$ cat config.mk
export PLATFORM = sky130hd
export DESIGN_NAME = fetch_buffer
export DESIGN_NICKNAME = d
export VERILOG_FILES = /design/src/rtl/fetch_pkg.sv /design/src/rtl/fetch_buf_mem.sv /design/src/rtl/fetch_buffer.sv
export SDC_FILE = /design/constraint.sdc
export NUM_CORES = 1
export LEC_CHECK = 0
export ABC_AREA = 1
export CORE_UTILIZATION = 59
export CTS_CLUSTER_SIZE = 25
export DETAILED_ROUTE_END_ITERATION = 12
export GPL_ROUTABILITY_DRIVEN = 0
export PLACE_DENSITY = 0.85
export SLEW_MARGIN = 20
export SYNTH_ARGS = -nofsm -noshare
export SYNTH_HDL_FRONTEND = slang
export SYNTH_SLANG_ARGS = --single-unit
$ cat constraint.sdc
create_clock -name clk -period 12.5 [get_ports clk]
set_input_delay 2.5 -clock clk [delete_from_list [all_inputs] [get_ports clk]]
set_output_delay 2.5 -clock clk [all_outputs]
set_load 0.005 [all_outputs]
$ cat src/rtl/fetch_pkg.sv
// Shared types and constants for the fetch-to-decode instruction buffer.
package fetch_pkg;
   localparam int XLEN = 32;
   localparam logic [XLEN-1:0] NOP_INSTR = 32'h00000013;

   typedef struct packed {
      logic [XLEN-1:0] pc;
      logic [XLEN-1:0] instr;
   } fetch_entry_t;
endpackage

$ cat src/rtl/fetch_buf_mem.sv
// Storage array for fetch_buffer: one synchronous write port, one asynchronous read port.
// Contents are deliberately not reset; only the pointers in the parent define validity.
module fetch_buf_mem
   import fetch_pkg::*;
#(
   parameter int DEPTH = 4,
   localparam int AW = $clog2(DEPTH)
) (
   input  logic         clk,
   input  logic         we,
   input  logic [AW-1:0] waddr,
   input  fetch_entry_t wdata,
   input  logic [AW-1:0] raddr,
   output fetch_entry_t rdata
);
   fetch_entry_t mem_q [DEPTH];

   always_ff @(posedge clk) begin
      if (we) begin
         mem_q[waddr] <= wdata;
      end
   end

   assign rdata = mem_q[raddr];
endmodule

$ cat src/rtl/fetch_buffer.sv
// In-order {PC, instruction} buffer between fetch and decode with single-cycle flush.
// Optional same-cycle bypass when empty is enabled by defining FETCH_BUF_BYPASS_EN.
module fetch_buffer
   import fetch_pkg::*;
#(
   parameter int DEPTH = 4,
   localparam int IW = $clog2(DEPTH),
   localparam int PW = IW + 1
) (
   input  logic            clk,
   input  logic            reset,
   input  logic            in_valid,
   output logic            in_ready,
   input  logic [XLEN-1:0] in_pc,
   input  logic [XLEN-1:0] in_instr,
   input  logic            flush,
   output logic            out_valid,
   input  logic            out_ready,
   output logic [XLEN-1:0] out_pc,
   output logic [XLEN-1:0] out_instr,
   output logic [PW-1:0]   count
);
   localparam logic [PW-1:0] DEPTH_C = PW'(DEPTH);

   logic [PW-1:0] wptr_q, wptr_d;
   logic [PW-1:0] rptr_q, rptr_d;
   logic [PW-1:0] count_q, count_d;
   logic          empty;
   logic          bypass_take;
   logic          push;
   logic          pop;
   fetch_entry_t  head;
   fetch_entry_t  wr_entry;

   assign empty    = (wptr_q == rptr_q);
   assign in_ready = (count_q < DEPTH_C);
   assign count    = count_q;

`ifdef FETCH_BUF_BYPASS_EN
   logic bypass_act;
   assign bypass_act  = empty && in_valid && !flush;
   assign bypass_take = bypass_act && out_ready;
`else
   assign bypass_take = 1'b0;
`endif

   // A word consumed through the bypass never touches storage or the pointers.
   assign push = in_valid && in_ready && !flush && !bypass_take;
   assign pop  = !empty && out_ready && !flush;

   assign wr_entry = '{pc: in_pc, instr: in_instr};

   fetch_buf_mem #(.DEPTH(DEPTH)) u_mem (
      .clk   (clk),
      .we    (push),
      .waddr (wptr_q[IW-1:0]),
      .wdata (wr_entry),
      .raddr (rptr_q[IW-1:0]),
      .rdata (head)
   );

   always_comb begin
      wptr_d  = wptr_q;
      rptr_d  = rptr_q;
      count_d = count_q;
      if (flush) begin
         wptr_d  = '0;
         rptr_d  = '0;
         count_d = '0;
      end else begin
         if (push) wptr_d = wptr_q + PW'(1);
         if (pop)  rptr_d = rptr_q + PW'(1);
         case ({push, pop})
            2'b10:   count_d = count_q + PW'(1);
            2'b01:   count_d = count_q - PW'(1);
            default: count_d = count_q;
         endcase
      end
   end

   always_ff @(posedge clk) begin
      if (reset) begin
         wptr_q  <= '0;
         rptr_q  <= '0;
         count_q <= '0;
      end else begin
         wptr_q  <= wptr_d;
         rptr_q  <= rptr_d;
         count_q <= count_d;
      end
   end

   always_comb begin
      out_valid = !empty;
      out_pc    = head.pc;
      out_instr = head.instr;
      if (empty) begin
         out_pc    = '0;
         out_instr = NOP_INSTR;
      end
`ifdef FETCH_BUF_BYPASS_EN
      if (bypass_act) begin
         out_valid = 1'b1;
         out_pc    = in_pc;
         out_instr = in_instr;
      end
`endif
   end
endmodule

==> summary.md, run 1 <==
| Metric | Value |
|---|---|
| Status | finished, final reports clean |
| Die area | 18400 sq um |
| Die extent in x | 136 um |
| RSZ-0062 raised after global routing | no |
| Area Overhead vs Synth | 21.1% |
| Slowest cell on crit path | dfxtp_4 |
| Site Rows | 48 |
| Max clock buf depth | 3 |
| Number of flops mapped to enable cells by yosys | 256 |
| Pleak | 4.28 nW |
| Area after DPL | 12000 sq um |
| Max transition margin | 30.5% |
| Register area share after synthesis | 75.2% |
| Peak supply drop | 0.158 mV |
| Yosys cell types | 22 |
| Clock Skews | 9.36 ps |
| CP Cell Sequence | clkinv_2 -> buf_4 -> o21ai_0 -> a21oi_1 -> clkdlybuf4s50_1 |
| Clock root cell | clkbuf_16 |
| Port bufs | 137 |
| GRT overflow | 0 |
| Startpoint Class | register |
| Vias per Instance | 5.56 |
| Period utilisation layout | 47.7% |
| GR Layer Usage met3 | 3.74% |
| Io pins | 138 |
| Final nets | 1031 |
| Synth Net Count | 905 |
| Post-CTS Setup Repair Bufs | 0 |
| Starting DRT DRC Count | 616 |
| Achievable Freq | 168 MHz |
| Hold Vio Cnt, Final | 0 |
| Yosys top cell area share | 73.1% |
| Inserted Diodes | 0 |
| Synth area leader | edfxtp_1 |
| Setup crit end kind | output port |
| Wirelength per Cell | 18.2 um |
| YS warnings | 0 |
| Clock-pin slew on the worst setup and hold paths | 60 ps |
| Syn_area_per_cell | 12.7 sq um |
| Crit Path Class | register to output port |
| Most used flip-flop cell after synthesis | edfxtp_1 |
| WL final | 21.8 mm |
| Mapped Area | 10500 sq um |
| Number of CTS-inserted buffers | 25 |
| Arr. time, crit path | 3460 ps |
| Post-CTS sizing | 0 |
| Routed Antenna Nets | 0 |
| Initial core utilization | 60.6% |
| DR vias | 6660 |
| Clock Latency Late Sink | 510 ps |
| Top cells by area, synth | edfxtp_1 73%, nor2_1 9.4%, o21ai_0 6.1% |
| HPWL Detailed | 12.1 mm |
| Power Dens Cells | 143 nW/um^2 |
| CP max FO | 110 |
| Fraction of registers with async set/reset | 0% |
| Core area | 17400 sq um |
| Htree depth | 1 |
| Top post-synthesis cells by count | 262 x nor2_1, 256 x edfxtp_1, 129 x o21ai_0 |
| Most numerous cell in the Yosys netlist | nor2_1 |
| #FFs+latches synth | 267 |
| Hold-fix buffers at CTS | 0 |
| Die Height | 136 um |
| Sink Count | 267 |
| CP peak stage delay | 820 ps |
| GRT Max-Usage Layer | met2 |
| GRT met2 Usage | 41.7% |
| Max Slew Vio Count | 0 |
| Power Total | 1.82 mW |
| Number of global-route vias before repair | 6562 |
| Slew @ Worst Pin | 1040 ps |
| Total GRT Usage | 24.1% |
| # setup viols final | 0 |
| Largest net degree at the start of global routing | 111 |
| Initial antenna violation count | 1 |
| Fin area | 12700 sq um |
| Setup TNS | 0 ps |
| Max-cap viol count | 0 |
| Min-Delay Path Class | register to register |
| Detailed-route DRC error count | 0 |
| GR Util met1 | 31.4% |
| DR pass1 iterations | 5 |
| CP Data Required Time | 10000 ps |
| Share of layout cells above drive strength 1 | 5.86% |
| Synth Instances | 829 |
| Fin crit period | 5960 ps |
| Global-route wire length before repair | 33.7 mm |
| Final hold slack | 487 ps |
| TritonCTS clock tree | built |
per-stage QoR:
stage                     setup WS (ps)  util [%]  instances
final                              6540      73.4       1198
after global routing               6380      73.4       1198
after CTS                          6590      73.3       1197
after detailed placement           7150      68.9       1152
after global placement             7180      68.9       1152
after floorplan                    6530         -        829
power breakdown:
part / switching, mW / leakage (nW) / internal, mW
registers: 0.00471 / 2.42 / 0.996
clock network: 0.308 / 0.383 / 0.408
logic: 0.0539 / 1.48 / 0.0488
sequential cells by signal, summed over array words and instances, names as in the netlist, named ones only:
register	cells
count	3
u_mem.mem_q	256
wptr_q	3
rptr_q	3
path summary, 6_finish.rpt:
check	startpoint	endpoint	slack, ps	depth (start not counted)
worst max-delay path	register	out_pc[0]	6540	5
worst min-delay path	wptr_q[2]$_SDFFE_PP0P_	wptr_q[2]$_SDFFE_PP0P_	490	1
worst max register to register	wptr_q[0]$_SDFFE_PP0P_	count[2]$_SDFFE_PP0P_	9900	14
worst min register to register	wptr_q[2]$_SDFFE_PP0P_	wptr_q[2]$_SDFFE_PP0P_	490	1
worst max-delay path: cells and delay by family (launching register included):
kind / cells / cell delay, ps
flip-flops: 1 / 820
AO/OA/AOI/OAI: 2 / 580
buffers and inverters: 3 / 1430
cell type report:
cell class	count	area (sq um)
flip-flops and latches	267	7910
clock inverters	16	128
inverters	19	72.6
multi-input cells	495	2250
fillers	1096	4620
well taps	225	282
clock buffers	29	641
repair buffers	147	1460
layer usage:
metal	vias up	part of all wire (%)
met5	-	0.055
met4	2	2.1
met3	36	6.1
met2	237	51
met1	3199	41
li1	3186	-
cells in the final DEF, fill, tap and decap left out, types with 5 or more instances in the layout:
cell	n
nor2_1	258
edfxtp_1	256
clkdlybuf4s50_1	137
o21ai_0	129
a21oi_1	70
clkbuf_16	25
inv_1	16
nand2_1	11
clkinv_2	10
dfxtp_1	9
buf_4	9
ha_1	6
o21ai_1	5
logic make-up after synthesis:
kind of cell	Yosys count	share of synthesized area, %
buffers and inverters	67	3.74
adder cells (fa/ha/maj)	7	0.904
AO/OA/AOI/OAI	207	9.96
AND/OR/NAND/NOR	280	10.1
XOR/XNOR	1	0.0833
flip-flops	267	75.2
Note: power is estimated with default switching activity, not from simulation.
==> inputs of run 2 (changes only) <==
Settings changed: CORE_UTILIZATION 59 to 50, PLACE_DENSITY 0.85 to 0.76.
Clock period 12.5 ns to 5.11 ns, I/O delays scaled along.
==> run 2 against run 1 <==
First-iteration DRC count shrank 17%. Final area rose by 2.0%. Largest cell class unchanged. Via count grew 1.3%. Sequential cell count stayed put.
==> summary.md, run 2 (synthesis results as in run 1) <==
| Metric | Value |
|---|---|
| Status | finished, final reports clean (unchanged) |
| GRT overflow | 0 (unchanged) |
| CP max FO | 34 (was 110) |
| CP Data Required Time | 4090 ps (was 10000 ps) |
| Total GRT Usage | 20.7% (was 24.1%) |
| Internal Power | 3.74 mW (was 1.45 mW) |
| DR pass1 iterations | 5 (unchanged) |
| Max clock buf depth | 3 (unchanged) |
| Setup TNS | 0 ps (unchanged) |
| Period utilisation layout | 77.1% |
| Wirelength per Cell | 17.8 um (was 18.2 um) |
| Psw | 932 uW (was 367 uW) |
| Clock root cell | clkbuf_16 (unchanged) |
| Die area | 21600 sq um (was 18400 sq um) |
| Post-CTS Setup Repair Bufs | 0 (unchanged) |
| CP Cell Sequence | inv_1 -> nand2_1 -> nand2_1 -> nand3_1 -> inv_2 -> buf_12 -> a21oi_1 -> clkdlybuf4s50_1 (was clkinv_2 -> buf_4 -> o21ai_0 -> a21oi_1 -> clkdlybuf4s50_1) |
| Number of CTS-inserted buffers | 28 (was 25) |
| Pre-CTS setup slack | 1720 ps (was 7150 ps) |
| Arr. time, crit path | 2920 ps (was 3460 ps) |
| Sequential share of power | 52.3% (was 55.0%) |
| HPWL Detailed | 12.7 mm (was 12.1 mm) |
| Max Slew Vio Count | 0 (unchanged) |
| Startpoint Class | register (unchanged) |
| Largest net degree at the start of global routing | 74 (was 111) |
| Net Sw Frac | 19.9% (was 20.2%) |
| Setup WS post-layout | 1170 ps (was 6540 ps) |
| Fin crit period | 3940 ps |
| Sink Count | 267 (unchanged) |
| Hold-fix buffers at CTS | 0 (unchanged) |
| Core area | 20400 sq um (was 17400 sq um) |
| DR vias | 6748 (was 6660) |
| Logic pwr share | 5.5% (was 5.6%) |
| CP peak stage delay | 620 ps (was 820 ps) |
| Post-CTS sizing | 0 (unchanged) |
| Die Height | 147 um (was 136 um) |
| Achievable Freq | 254 MHz |
| Clock network power share | 42.1% (was 39.3%) |
| Slowest cell on crit path | inv_2 (was dfxtp_4) |
| Peak supply drop | 0.278 mV (was 0.158 mV) |
| Clock Skews | 11.5 ps (was 9.36 ps) |
| TritonCTS clock tree | built (unchanged) |
| Port bufs | 137 (unchanged) |
| Critical path's most frequent cell | nand2_1 |
| Max-cap viol count | 0 (unchanged) |
| Clock-pin slew on the worst setup and hold paths | 60 ps (about the same) |
| Htree depth | 1 (unchanged) |
| Io pins | 138 (unchanged) |
| # setup viols final | 0 (unchanged) |
| Max transition margin | 39.2% (was 30.5%) |
| Crit Path Class | register to output port (unchanged) |
| Share of layout cells above drive strength 1 | 6.71% (was 5.86%) |
| Most frequent cells in the layout | 258 x nor2_1, 256 x edfxtp_1, 137 x clkdlybuf4s50_1 (unchanged) |
| Global-route wire length before repair | 34.7 mm (was 33.7 mm) |
| Most common cell after layout, fill and taps aside | nor2_1 (unchanged) |
| Hold Vio Cnt, Final | 0 (unchanged) |
| Reg-to-reg setup timing slack | 2160 ps (was 9900 ps) |
| Initial core utilization | 51.5% (was 60.6%) |
| Top reg by flops | u_mem.mem_q (unchanged) |
| Routed Antenna Nets | 0 (unchanged) |
| Pleak | 4.36 nW (was 4.28 nW) |
| Final nets | 1037 (was 1031) |
| Min-Delay Path Class | register to register (unchanged) |
| Setup crit end kind | output port (unchanged) |
| Max FFs per register | 256 (unchanged) |
| Slew @ Worst Pin | 910 ps (was 1040 ps) |
| RSZ-0062 raised after global routing | no (unchanged) |
| Vias per Instance | 5.39 (was 5.56) |
| Detailed-route DRC error count | 0 (unchanged) |
| WL final | 22.3 mm (was 21.8 mm) |
| Clock Latency Late Sink | 530 ps (was 510 ps) |
| Power Dens Cells | 360 nW/um^2 (was 143 nW/um^2) |
| Starting DRT DRC Count | 513 (was 616) |
| Die extent in x | 147 um (was 136 um) |
| Inserted Diodes | 0 (unchanged) |
| Initial antenna violation count | 0 (was 1) |
| Area Overhead vs Synth | 23.5% (was 21.1%) |
| Number of global-route vias before repair | 6721 (was 6562) |
| Site Rows | 52 (was 48) |
-- run 2: cell count changes in the layout (fill, tap and decap cells not counted), sizes merged --
cell	previous run	this run
clkbuf	29	39
buf	10	13
clkinvlp	1	3
clkinv	14	9
-- run 2: layout make-up --
| type | count | area, sq um |
|---|---|---|
| Clock buffer | 39 | 793 |
| Clock inverter | 13 | 124 |
| Fill cell | 1544 | 7440 |
| Inverter | 19 | 72.6 |
| Multi-Input combinational cell | 495 | 2250 |
| Sequential cell | 267 | 7910 |
| Tap cell | 270 | 338 |
| Timing Repair Buffer | 150 | 1510 |
-- run 2: final timing paths --
path / from / to / depth (start not counted)
worst max register to register: wptr_q[1]$_SDFFE_PP0P_ / count[2]$_SDFFE_PP0P_ / 14
worst max-delay path: wptr_q[0]$_SDFFE_PP0P_ / out_instr[19] / 8
worst min-delay path: count[0]$_SDFFE_PP0P_ / count[0]$_SDFFE_PP0P_ / 1
worst min register to register: count[0]$_SDFFE_PP0P_ / count[0]$_SDFFE_PP0P_ / 1
-- run 2: per-stage QoR --
stage / instances / hold WS [ps] / util [%] / power (mW) / area, sq um
CTS: 1253 / 486 / 63.6 / 4.70 / 13000
global route: 1253 / 518 / 63.6 / 4.81 / 13000
floorplan: 829 / 443 / - / 2.59 / 10500
finish: 1253 / 476 / 63.6 / 4.67 / 13000
global placement: 1201 / 454 / 59.1 / 2.74 / 12100
detailed placement: 1201 / 473 / 59.1 / 2.75 / 12100
-- run 2: power groups by stage --
stage          combinational (mW)  sequential, mW  clock [mW]
2_1_floorplan              0.0956            2.49           0
3_3_place_gp                0.253            2.49           0
3_5_place_dp                0.259            2.49           0
4_1_cts                     0.261            2.45        2.00
5_1_grt                     0.283            2.45        2.08
6_report                    0.259            2.45        1.97
-- run 2: metal layers --
metal / vias up / global-route usage (%) / part of all wire, %
met5: - / 0 / 0
li1: 3201 / - / -
met4: 0 / 6.60 / 2.6
met2: 276 / 36.0 / 50
met1: 3233 / 27.0 / 40
met3: 38 / 2.86 / 7.2
-- run 2: critical path, delay by kind of cell (launching register included) --
| kind | cells | cell delay [ps] |
|---|---|---|
| flip-flops | 1 | 330 |
| AO/OA/AOI/OAI | 1 | 80 |
| buffers and inverters | 4 | 1500 |
| AND/OR/NAND/NOR | 3 | 450 |
